`config.mk`:
```
export PLATFORM = sky130hd
export DESIGN_NAME = emsg_expand_flat
export DESIGN_NICKNAME = d
export VERILOG_FILES = /design/src/rtl/emsg_expand_if.sv /design/src/rtl/emsg_expand.sv /design/src/flat_wrapper.sv
export SDC_FILE = /design/constraint.sdc
export NUM_CORES = 1
export LEC_CHECK = 0
export BUFFER_PORTS_ARGS = -buffer_cell sky130_fd_sc_hd__buf_2
export CAP_MARGIN = 40
export CORE_MARGIN = 1.5
export CORE_UTILIZATION = 45
export DETAILED_ROUTE_END_ITERATION = 8
export GPL_TIMING_DRIVEN = 0
export PLACE_DENSITY = 0.72
export SLEW_MARGIN = 10
export SYNTH_ARGS = -nofsm -noshare
export SYNTH_HDL_FRONTEND = slang
export SYNTH_SLANG_ARGS = --single-unit
```
`constraint.sdc`:
```
create_clock -name clk -period 10.8 [get_ports clk]
set_clock_uncertainty 0.05 [all_clocks]
set_input_delay 1.08 -clock clk [delete_from_list [all_inputs] [get_ports clk]]
set_output_delay 1.08 -clock clk [all_outputs]
set_load 0.02 [all_outputs]
```
`src/rtl/emsg_expand_if.sv`:
```
// Handshake bundle for emsg_expand: compressed check message in, expanded edge beats out.
interface emsg_expand_if #(
  parameter int unsigned w    = 6,
  parameter int unsigned wabs = w - 1,
  parameter int unsigned wc   = 32,
  parameter int unsigned P    = 8
);
  localparam int unsigned ecw = 2 * wabs + 5 + wc;
  localparam int unsigned nb  = wc / P;
  localparam int unsigned iw  = (nb > 1) ? $clog2(nb) : 1;

  logic [ecw-1:0] ecomp;
  logic           in_valid;
  logic           in_ready;
  logic [w*P-1:0] out_msg;
  logic [iw-1:0]  out_idx;
  logic           out_last;
  logic           out_valid;
  logic           out_ready;

  modport master (
    output ecomp, in_valid, out_ready,
    input  in_ready, out_msg, out_idx, out_last, out_valid
  );

  modport slave (
    input  ecomp, in_valid, out_ready,
    output in_ready, out_msg, out_idx, out_last, out_valid
  );
endinterface

```
`src/rtl/emsg_expand.sv`:
```
// Expands a min-sum compressed check message {min1, min2, pos, sign} into
// wc/P beats of P offset-corrected two's-complement edge messages.
module emsg_expand #(
  parameter int unsigned w    = 6,
  parameter int unsigned wabs = w - 1,
  parameter int unsigned wc   = 32,
  parameter int unsigned P    = 8,
  parameter int unsigned beta = 1
) (
  input  logic         clk,
  input  logic         rst,
  emsg_expand_if.slave bus
);

  localparam int unsigned nb = wc / P;
  localparam int unsigned iw = (nb > 1) ? $clog2(nb) : 1;
  localparam int unsigned ew = (wc > 1) ? $clog2(wc) : 1;
  localparam int unsigned ow = w * P;

  typedef struct packed {
    logic [wabs-1:0] min1;
    logic [wabs-1:0] min2;
    logic [4:0]      pos;
    logic [wc-1:0]   sign;
  } ecomp_t;

  typedef enum logic {
    IDLE = 1'b0,
    EMIT = 1'b1
  } state_t;

  state_t          state_q, state_d;
  ecomp_t          hold_q, hold_d;
  logic [iw-1:0]   cnt_q, cnt_d;
  logic            valid_q, valid_d;
  logic            last_q, last_d;
  logic [ow-1:0]   msg_q, msg_d;
  logic            ready_c;
  logic            in_hs;
  logic            out_hs;

  // One beat of edge messages; zero magnitude always encodes as +0.
  function automatic logic [ow-1:0] expand(input ecomp_t m, input logic [iw-1:0] idx);
    logic [ow-1:0]   res;
    logic [ew-1:0]   e;
    logic [wabs-1:0] mag;
    logic [wabs-1:0] omag;
    logic [w-1:0]    val;
    res = '0;
    for (int unsigned j = 0; j < P; j++) begin
      e    = ew'(32'(idx) * P + j);
      mag  = (32'(e) == 32'(m.pos)) ? m.min2 : m.min1;
      omag = (mag >= wabs'(beta)) ? (mag - wabs'(beta)) : '0;
      val  = w'(omag);
      res[w*j +: w] = m.sign[e] ? (w'(0) - val) : val;
    end
    return res;
  endfunction

  // State register.
  always_ff @(posedge clk) begin
    if (rst) state_q <= IDLE;
    else     state_q <= state_d;
  end

  // Next-state logic.
  always_comb begin
    state_d = state_q;
    case (state_q)
      IDLE:    if (in_hs) state_d = EMIT;
      EMIT:    if (out_hs && last_q && !in_hs) state_d = IDLE;
      default: state_d = IDLE;
    endcase
  end

  // Handshakes and next values of the registered outputs.
  always_comb begin
    ready_c = 1'b0;
    hold_d  = hold_q;
    cnt_d   = cnt_q;
    valid_d = valid_q;
    if (!rst) ready_c = (state_q == IDLE) || (last_q && bus.out_ready);
    in_hs  = bus.in_valid && ready_c;
    out_hs = valid_q && bus.out_ready;
    if (in_hs) begin
      hold_d  = ecomp_t'(bus.ecomp);
      cnt_d   = '0;
      valid_d = 1'b1;
    end else if (out_hs) begin
      if (last_q) begin
        cnt_d   = '0;
        valid_d = 1'b0;
      end else begin
        cnt_d = cnt_q + iw'(1);
      end
    end
    last_d = valid_d && (cnt_d == iw'(nb - 1));
    msg_d  = expand(hold_d, cnt_d);
  end

  // Hold register, beat counter and output registers.
  always_ff @(posedge clk) begin
    if (rst) begin
      hold_q  <= '0;
      cnt_q   <= '0;
      valid_q <= 1'b0;
      last_q  <= 1'b0;
      msg_q   <= '0;
    end else begin
      hold_q  <= hold_d;
      cnt_q   <= cnt_d;
      valid_q <= valid_d;
      last_q  <= last_d;
      msg_q   <= msg_d;
    end
  end

  assign bus.in_ready  = ready_c;
  assign bus.out_msg   = msg_q;
  assign bus.out_idx   = cnt_q;
  assign bus.out_last  = last_q;
  assign bus.out_valid = valid_q;

endmodule

```
`src/flat_wrapper.sv`:
```
// flat-port wrapper written by rule: the top's interface ports become plain ports
module emsg_expand_flat 
#(
  parameter int unsigned w    = 6,
  parameter int unsigned wabs = w - 1,
  parameter int unsigned wc   = 32,
  parameter int unsigned P    = 8,
  parameter int unsigned beta = 1
)
  (clk, rst, bus_ecomp, bus_in_valid, bus_out_ready, bus_in_ready, bus_out_msg, bus_out_idx, bus_out_last, bus_out_valid);
  emsg_expand_if #(.w(w), .wabs(wabs), .wc(wc), .P(P)) bus_i ();
  input  logic clk;
  input  logic rst;
  input wire logic [$bits(bus_i.ecomp)-1:0] bus_ecomp;
  input wire logic [$bits(bus_i.in_valid)-1:0] bus_in_valid;
  input wire logic [$bits(bus_i.out_ready)-1:0] bus_out_ready;
  output wire logic [$bits(bus_i.in_ready)-1:0] bus_in_ready;
  output wire logic [$bits(bus_i.out_msg)-1:0] bus_out_msg;
  output wire logic [$bits(bus_i.out_idx)-1:0] bus_out_idx;
  output wire logic [$bits(bus_i.out_last)-1:0] bus_out_last;
  output wire logic [$bits(bus_i.out_valid)-1:0] bus_out_valid;
  assign bus_i.ecomp = bus_ecomp;
  assign bus_i.in_valid = bus_in_valid;
  assign bus_i.out_ready = bus_out_ready;
  assign bus_in_ready = bus_i.in_ready;
  assign bus_out_msg = bus_i.out_msg;
  assign bus_out_idx = bus_i.out_idx;
  assign bus_out_last = bus_i.out_last;
  assign bus_out_valid = bus_i.out_valid;
  emsg_expand #(.w(w), .wabs(wabs), .wc(wc), .P(P), .beta(beta)) u_core (.clk(clk), .rst(rst), .bus(bus_i));
endmodule
```
==> impl_results.md, run 1 <==
* 1st-iter DRT viols at 648
* Ratio of cells with drive above 1 in the final layout at 21.59%
* Antenna violations before repair at 1
* Clk slew on worst S/H paths at 0.08 ns
* Fillcell total at 1,487
* Fin util at 52.88%
* RSZ-0062 raised after global routing: no
* Core area at 0.01509 mm2
* Ports at 104
* Top cells by count, synth: nand2_1 (137), dfxtp_1 (100), a21oi_1 (68)
* Setup TNS at 0 ns
* DIE HEIGHT at around 130 um
* Multi-input gate area at approximately 0.0045 mm2
* Achievable Freq at 0.1681 GHz
* Max-cap violations at 0
* Post-route cell area at 0.007979 mm2
* Leak at 3.336 nW
* CTS buffer count at 9
* Clock Sinks at 100
* Seq/Total Area, Yosys at 29.09%
* Setup bufs post-CTS at 0
* Setup WS post-layout at 4.850 ns
* Hold buffers post-CTS at 0
* Yosys reg bits at 100
* Least-Margin Pin Slew at 0.9161 ns
* Initial core utilization at between 40% and 50%
* Sequential power share at 35.3%
* Largest net degree at the start of global routing at 19
* GRT overflow at 0
* Post-route antenna net violation count at 0
* Final Setup Violations at 0
* First-pass GRT wire length at 34,610 um
* FFs w/ async S/R, synth at 0%
* Cell total after placement at between 1,000 and 1,500
* Pwr Density at about 150 mW/mm2
* Required @ worst endpoint at 10.99 ns
* Layout Cells excl Fill at 1,185
* Fin crit share at between 50% and 60%
* Post-Place Cell Area at between 0.007 and 0.008 mm2
* Syn avg cell area at 7.930 um2
* Fin crit period at 5.950 ns
* Netlist Area Pre-Place at approximately 0.0069 mm2
* Switching Power at 0.4453 mW
* Final Power at 1.175 mW
* Synth top area share at 29.09%
* Critical Path Source Type: primary input
* Clock tree root driver cell: clkbuf_16
* Clock network fraction of total power at 27.5%
* GPL Wtd Cong at 0.9891
* Ys Warns at 0
* Hold path cells at 2
* Syn_nets at 942
* Post-synth top area cell: dfxtp_1
* Clock H-tree levels at 3
* Status: completed
* Count leader, synth: nand2_1
* Drt wl/cell at about 19 um
* Nets at 1,065
* CTS tree: yes
* Skew-Pair Late Insertion Delay at roughly 0.37 ns
* Vias in the first global route at 6,307
* Int Power at 0.7297 mW
* Post-synth EDFFs at 0
* Via density per instance at about 6.0
* Layout area overhead at 15.92%
* Gate power share at a little under two fifths
* Die area at 0.01605 mm2
* Hold WS at 0.4078 ns
* Longest Clk Path Bufs at 2
* Post-Synthesis Cells at 868
* Ys flop type: dfxtp_1
* CP Capture Type: flop
* Max_slew headroom at 38.40%
* Final hold violation count at 0
* HPWL after DPL at 16,610 um
* VDD IR max at around 0.097 mV
* FP Rows at 45
* DRC at 0
* Sw Ratio at 37.90%
* Top post-synthesis cells by area: dfxtp_1 (29%), nand2_1 (7.5%), mux2i_1 (5.5%), a21oi_1 (4.9%), ha_1 (4.2%)
* Routed wire length at 22,110 um
* Worst Path Arrival at 6.14 ns
* Setup slack at placement at 4.637 ns
* Horiz. Die Dim at roughly 130 um
* GRT Total Usage at 27.72%
* Vias at 7,061
* Worst-case reg-to-reg path depth at 19
* Max FO, Critical Path at 10
* Resized cells post-CTS at 0
* CP Class: in -> reg
* Synth unique cells at 82
* HP Class: reg -> reg
* Port bufs at 102
* Flip-flop and latch area at between 0.002 and 0.0025 mm2
* Total iterations of the first detailed-routing run at 6
* Pins Over Slew Limit at 0
## layout by cell type (no fill, tap or decap), types with 12 or more instances in the layout
| master | n |
|---|---|
| a21oi_1 | 68 |
| clkbuf_1 | 30 |
| xnor2_1 | 20 |
| mux2i_1 | 38 |
| buf_2 | 118 |
| inv_1 | 24 |
| nor4_1 | 16 |
| nand2b_1 | 18 |
| ha_1 | 23 |
| or3_1 | 12 |
| nor3_1 | 37 |
| dfxtp_1 | 100 |
| nand3_1 | 15 |
| nor2_1 | 63 |
| or2_2 | 14 |
| nand2_1 | 137 |
| mux2_2 | 19 |
| o21ai_0 | 29 |
## final timing paths
| kind | from | end | slack (ns) |
|---|---|---|---|
| worst max-delay path | bus_in_valid | u_core.bus.out_msg[10] | 4.85 |
| worst min-delay path | u_core.hold_q[22] | u_core.hold_q[22] | 0.41 |
| worst max register to register | u_core.bus.out_last | u_core.bus.out_msg[10] | 5.31 |
| worst min register to register | u_core.hold_q[22] | u_core.hold_q[22] | 0.41 |
## cells by family (layout without fill, tap and decap cells)
| family | count (synthesis) | in the layout | synth area share, % |
|---|---|---|---|
| AOI/OAI and AO/OA | 224 | 224 | 22.96 |
| xor gates and xnor gates | 24 | 24 | 3.163 |
| adders and majority gates | 23 | 23 | 4.181 |
| buffers and inverters | 78 | 206 | 4.890 |
| DFF | 100 | 100 | 29.09 |
| muxes | 63 | 63 | 10.60 |
| other | 0 | 1 | 0 |
| and+or+nand+nor | 356 | 356 | 25.12 |
## power groups by stage
stage / registers (mW) / clock network, mW / logic, mW
after global routing: 0.417 / 0.340 / 0.480
after floorplan: 0.457 / 0 / 0.276
after CTS: 0.414 / 0.327 / 0.430
after detailed placement: 0.423 / 0 / 0.428
final: 0.414 / 0.323 / 0.438
after global placement: 0.423 / 0 / 0.420
## layout make-up
class,instances,area share [%]
diodes,1,0.03136
plain buffers,51,2.948
clock buffers,10,2.870
clock inverters,6,0.7057
inverters,27,1.270
multi-input cells,690,56.95
flip-flops and latches,100,25.09
well taps,188,2.948
repair buffers,112,7.182
## flip-flops by register name (all words and copies together) (netlist names)
name,flops
u_core.bus.out_idx,2
u_core.bus.out_last,1
u_core.bus.out_msg,48
u_core.bus.out_valid,1
u_core.hold_q,47
u_core.state_q,1
## per-layer routing
layer / global-route usage [%] / vias up / part of all wire (%)
met5: 0 / - / 0
met4: 12.10 / 0 / 3.5
met3: 6.284 / 63 / 8.7
met2: 44.29 / 332 / 45
met1: 36.02 / 3253 / 43
li1: - / 3413 / -
## critical path: stages
cell and delay (ns):
buf_2 0.13, nor2b_1 0.12, buf_2 0.19, nand2_1 0.30
buf_2 0.34, buf_2 0.31, buf_1 0.59, mux2i_1 0.80
mux2_2 0.32, ha_1 0.25, nand2b_1 0.14, o32ai_1 0.09
nor3_1 0.44, nand2_1 0.11, ha_1 0.25, inv_1 0.08
nor2_1 0.05, a311oi_1 0.33, xnor2_1 0.16, nor2_1 0.05
No activity file was read; power rests on OpenSTA's default activity.
==> run 2: changes to the inputs <==
--- a/config.mk
+++ b/config.mk
@@ -11,7 +11,7 @@
 export CORE_UTILIZATION = 45
 export DETAILED_ROUTE_END_ITERATION = 8
 export GPL_TIMING_DRIVEN = 0
-export PLACE_DENSITY = 0.72
+export PLACE_DENSITY = 0.75
 export SLEW_MARGIN = 10
 export SYNTH_ARGS = -nofsm -noshare
 export SYNTH_HDL_FRONTEND = slang
==> constraint.sdc (replaced) <==
create_clock -name clk -period 5 [get_ports clk]
set_clock_uncertainty 0.05 [all_clocks]
set_input_delay 0.5 -clock clk [delete_from_list [all_inputs] [get_ports clk]]
set_output_delay 0.5 -clock clk [all_outputs]
set_load 0.02 [all_outputs]
==> impl_results.md, run 2 (synthesis gave the netlist of run 1 again) <==
* Status: completed
* CP Class: reg -> reg
* Post-route antenna net violation count at 0
* CTS buffer count at 9
* Switching Power at 0.9799 mW
* Vias in the first global route at 6,547
* Longest Clk Path Bufs at 2
* VDD IR max at 0.1713 mV
* Largest net degree at the start of global routing at 20
* Critical Path Source Type: flop
* DIE HEIGHT at 126.7 um
* Setup bufs post-CTS at 0
* 1st-iter DRT viols at 651
* HPWL after DPL at 16,890 um
* Max_slew headroom at between 30% and 40%
* Layout area overhead at 16.25%
* Pwr Density at 321.8 mW/mm2
* CP cell instances: buf_4 > a21bo_2 > nand2_1 > buf_2 > buf_2 > clkbuf_1 > nand2_1 > nand2_1 > o21ai_0 > ha_1 > inv_1 > a2111oi_0 > a221oi_1 > o311ai_0 > or2_2 > a221oi_2 > xnor2_1 > nor2_1
* Cell mode on critical path: nand2_1
* Fin crit period at ~4.7 ns
* FP Rows at 45
* Antenna violations before repair at 0
* Routed wire length at between 20,000 and 25,000 um
* Clock H-tree levels at 3
* Fin crit share at 95.00%
* DRC at 0
* Pins Over Slew Limit at 0
* Multi-input gate area at 0.004562 mm2
* CTS tree: yes
* Post-Place Cell Area at about 0.0077 mm2
* Vias at 7,168
* Clock network fraction of total power at between 20 and 30%
* Nets at between 1,000 and 1,500
* Fillcell total at 1,514
* Total iterations of the first detailed-routing run at 6
* Final Power at 2.575 mW
* Crit-path leading delay family: buffers and inverters
* Setup slack at placement at -0.6168 ns
* Skew-Pair Late Insertion Delay at 0.37 ns
* Max-cap violations at 0
* GRT Total Usage at 28.45%
* Ratio of cells with drive above 1 in the final layout at a little over a fifth
* Post-route cell area at 0.008001 mm2
* Achievable Freq at 0.2105 GHz
* Required @ worst endpoint at 5.17 ns
* Drt wl/cell at between 15 and 20 um
* Hold buffers post-CTS at 0
* Max reg flops at 48
* Max incr delay on CP at ~0.46 ns
* Gate power share at 37.1%
* Initial core utilization at between 40% and 50%
* Worst R2R Setup Slack at about 0.25 ns
* Final Setup Violations at 0
* First-pass GRT wire length at 35,530 um
* Clock Sinks at 100
* Sw Ratio at 38.05%
* Horiz. Die Dim at between 100 and 150 um
* Max FO, Critical Path at 19
* Port bufs at 102
* Least-Margin Pin Slew at 0.9753 ns
* Int Power at 1.595 mW
* Setup WS post-layout at 0.2502 ns
* Setup TNS at 0 ns
* Core area at 0.01509 mm2
* Via density per instance at 6.059
* Clock tree root driver cell: clkbuf_16
* Crit-path slowest cell: buf_2
* RSZ-0062 raised after global routing: no
* Ports at approximately 100
* Leak at 3.343 nW
* Flip-flop and latch area at 0.002002 mm2
* Worst Path Buf+Inv at 5
* Clk slew on worst S/H paths at 0.08 ns
* Sequential power share at between 30% and 40%
* Die area at between 0.015 and 0.02 mm2
* Final hold violation count at 0
* Worst Path Arrival at 4.92 ns
* HP Class: in -> reg
* GPL Wtd Cong at approximately 0.99
* Commonest non-fill, non-tap cell in the layout: nand2_1
* GRT overflow at 0
* Most frequent cells in the layout: nand2_1 (137), buf_2 (117), dfxtp_1 (100)
* CP Capture Type: flop
run 2: cell count changes in the layout (fill, tap and decap cells not counted), sizes merged:
cell / before / now
inv: 31 / 32
buf: 134 / 132
clkinvlp: 1 / 0
run 2: worst paths after layout:
path                  startpoint                     to  cells after the start
min reg2reg    u_core.hold_q[14]      u_core.hold_q[14]                      2
max reg2reg  u_core.bus.out_last  u_core.bus.out_msg[4]                     18
max          u_core.bus.out_last  u_core.bus.out_msg[4]                     18
min                bus_ecomp[28]      u_core.hold_q[28]                      3
run 2: timing repair:
action                     4_1_cts  5_1_grt
resized for setup                1        2
setup endpoints to repair       15        1
pin swaps                        0        0
run 2: cell type report:
cell class                 instances  share of cell area (%)
multi-input combinational        690                   57.01
clock buffer                      10                   2.987
inverter                          27                   1.267
clock inverter                     6                  0.7506
timing repair buffer             111                   7.099
antenna                            1                 0.03127
buffer                            50                   2.893
tap                              188                   2.940
sequential                       100                   25.02
run 2: power by group through the flow:
| stage | Sequential (mW) | Combinational, mW | Clock [mW] |
|---|---|---|---|
| after floorplan | 0.987 | 0.595 | 0 |
| after global placement | 0.912 | 0.906 | 0 |
| after detailed placement | 0.914 | 0.931 | 0 |
| after CTS | 0.895 | 0.937 | 0.727 |
| after global routing | 0.902 | 1.04 | 0.766 |
| final | 0.895 | 0.957 | 0.723 |
run 2: metal layers:
layer	GRT usage [%]	up-vias	wire [um]
met4	12.50	0	919
met3	6.242	82	2201
met5	0	-	0
met1	36.50	3314	9277
met2	46.16	372	10270
li1	-	3400	-
run 2: worst min-delay path: stages:
cell     delay, ns
buf_2         0.09
nand2_1       0.04
a21oi_1       0.05
run 2: through the flow:
step / instances / util, % / hold WS [ns]
after floorplan: 868 / - / 0.3831
after global placement: 1158 / 50.56 / 0.3912
after detailed placement: 1167 / 50.94 / 0.3967
after CTS: 1182 / 52.92 / 0.3058
after global routing: 1182 / 53.01 / 0.3132
final: 1183 / 53.03 / 0.3082
==> run 3: changes to the inputs <==
--- a/config.mk
+++ b/config.mk
@@ -12,6 +12,7 @@
 export DETAILED_ROUTE_END_ITERATION = 8
 export GPL_TIMING_DRIVEN = 0
 export PLACE_DENSITY = 0.75
+export RECOVER_POWER = 50
 export SLEW_MARGIN = 10
 export SYNTH_ARGS = -nofsm -noshare
 export SYNTH_HDL_FRONTEND = slang
==> impl_results.md, run 3 (synthesis gave the netlist of run 1 again) <==
* Status: completed
* Routed wire length at 22,670 um
* Pins Over Slew Limit at 0
* Max-cap violations at 0
* Layout area overhead at 15.20%
* Gate power share at 36.7%
* Worst Path Arrival at 4.94 ns
* Fin crit period at between 4 and 5 ns
* Total iterations of the first detailed-routing run at 5
* Worst R2R Setup Slack at 0.21 ns
* Achievable Freq at 0.2089 GHz
* Via density per instance at 6.053
* Clk slew on worst S/H paths at 0.08 ns
* Drt wl/cell at 19.18 um
* Required @ worst endpoint at 5.16 ns
* Post-route antenna net violation count at 0
* FP Rows at 45
* Vias at just over 7,000
* # diodes at 0
* Clock network fraction of total power at 28.2%
* Reg2reg start: u_core.bus.out_last
* Most frequent cells in the layout: nand2_1 (137), dfxtp_1 (100), clkbuf_1 (85)
* Fin crit share at 95.72%
* GPL Wtd Cong at slightly below 1
* Fillcell total at 1,537
* Pwr Density at 322.6 mW/mm2
* GRT Total Usage at 28.45%
* First-pass GRT wire length at 35,530 um
* Skew-Pair Late Insertion Delay at 0.37 ns
* Horiz. Die Dim at 126.7 um
* Max reg flops at between 40 and 50
* Ratio of cells with drive above 1 in the final layout at roughly 16%
* Die area at 0.01605 mm2
* CTS tree: yes
* Critical Path Source Type: flop
* Largest net degree at the start of global routing at 20
* Leak at 3.131 nW
* Antenna violations before repair at 0
* Multi-input gate area at 0.004562 mm2
* Max_slew headroom at 36.25%
* HP Class: in -> reg
* Commonest non-fill, non-tap cell in the layout: nand2_1
* HPWL after DPL at 16,890 um
* RSZ-0062 raised after global routing: no
* Clock tree root driver cell: clkbuf_16
* Fin util at 52.55%
* Final hold violation count at 0
* Clock Sinks at 100
* Sw Ratio at 38.27%
* Reg2Reg Capture Point: u_core.bus.out_msg[17]
* DRC at 0
* Initial core utilization at a little under half
* Ports at 104
* Least-Margin Pin Slew at ~0.95 ns
* Switching Power at 0.9789 mW
* Sequential power share at 35.1%
* Final Power at 2.558 mW
* CTS buffer count at 9
* Worst-case reg-to-reg path depth at 17
* Final Setup Violations at 0
* Core area at roughly 0.015 mm2
* Launch point of the worst path: u_core.bus.out_last
* CP Capture Type: flop
* VDD IR max at between 0.15 and 0.2 mV
* Max FO, Critical Path at 10
* Int Power at 1.579 mW
* Clock H-tree levels at 3
* 1st-iter DRT viols at 653
* GRT overflow at 0
* DIE HEIGHT at 126.7 um
* Nets at 1,063
* Longest Clk Path Bufs at 2
* Worst Setup EP: u_core.bus.out_msg[17]
* CP Class: reg -> reg
* Port bufs at 102
* Vias in the first global route at 6,547
* Flip-flop and latch area at between 0.002 and 0.0025 mm2
-- run 3: changes by cell type in the layout (fill, tap and decap cells not counted), sizes merged --
cell    change
buf        -56
diode       -1
clkbuf     +56
-- run 3: area by class of cell --
type                    instances  area share [%]
clock buffers                  10           3.014
plain buffers                  50           2.919
well taps                     188           2.967
multi-input cells             690           57.54
repair buffers                111           6.281
inverters                      27           1.278
flip-flops and latches        100           25.25
clock inverters                 6          0.7575
-- run 3: how the worst min path moves through the flow --
stage | end | cells after the start | start
floorplan | u_core.hold_q[0] | 2 | u_core.hold_q[0]
global placement | u_core.hold_q[22] | 2 | u_core.hold_q[22]
detailed placement | u_core.hold_q[22] | 2 | u_core.hold_q[22]
CTS | u_core.hold_q[28] | 3 | bus_ecomp[28]
global route | u_core.hold_q[28] | 3 | bus_ecomp[28]
finish | u_core.hold_q[28] | 3 | bus_ecomp[28]
-- run 3: power groups by stage --
stage	Clock (mW)	Combinational [mW]	Sequential, mW
3_5_place_dp	0	0.931	0.914
5_1_grt	0.766	1.02	0.904
4_1_cts	0.727	0.937	0.895
2_1_floorplan	0	0.595	0.987
6_report	0.721	0.939	0.898
3_3_place_gp	0	0.906	0.912
-- run 3: per-layer routing --
metal  share of wire, %  vias up  GRT usage (%)
met5                  0        -              0
met4                4.0        0          12.50
met3                9.1       83          6.242
met2                 45      345          46.16
met1                 41     3317          36.50
li1                   -     3410              -
-- run 3: timing repair --
action                                  CTS  global route
endpoints found under the setup margin   15             1
gates resized for setup                   1             2
hold buffers                              0             0
setup buffers                             0             0
-- run 3: through the flow --
stage               setup slack [ns]  std cells  cell area (um2)  hold slack [ns]  TNS [ns]
floorplan                     0.6353        868             6883           0.3831         0
global placement             -0.8070       1158             7629           0.3912    -12.12
detailed placement           -0.6168       1167             7686           0.3967    -5.900
CTS                           0.2365       1182             7985           0.3058         0
global route                0.009091       1182             7929           0.3132         0
finish                        0.2138       1182             7929           0.3093         0
-- run 3: critical path, stage by stage (launching register included) --
cell	delay, ns
dfxtp_1	0.32
buf_4	0.17
a21bo_2	0.24
nand2_1	0.27
buf_2	0.34
mux2i_1	0.49
clkbuf_1	0.50
mux2i_1	0.22
inv_2	0.14
ha_1	0.33
inv_1	0.09
a2111oi_0	0.38
a221oi_1	0.11
o311a_1	0.18
and2_4	0.16
or4_1	0.39
a21oi_1	0.15
nor3_1	0.06
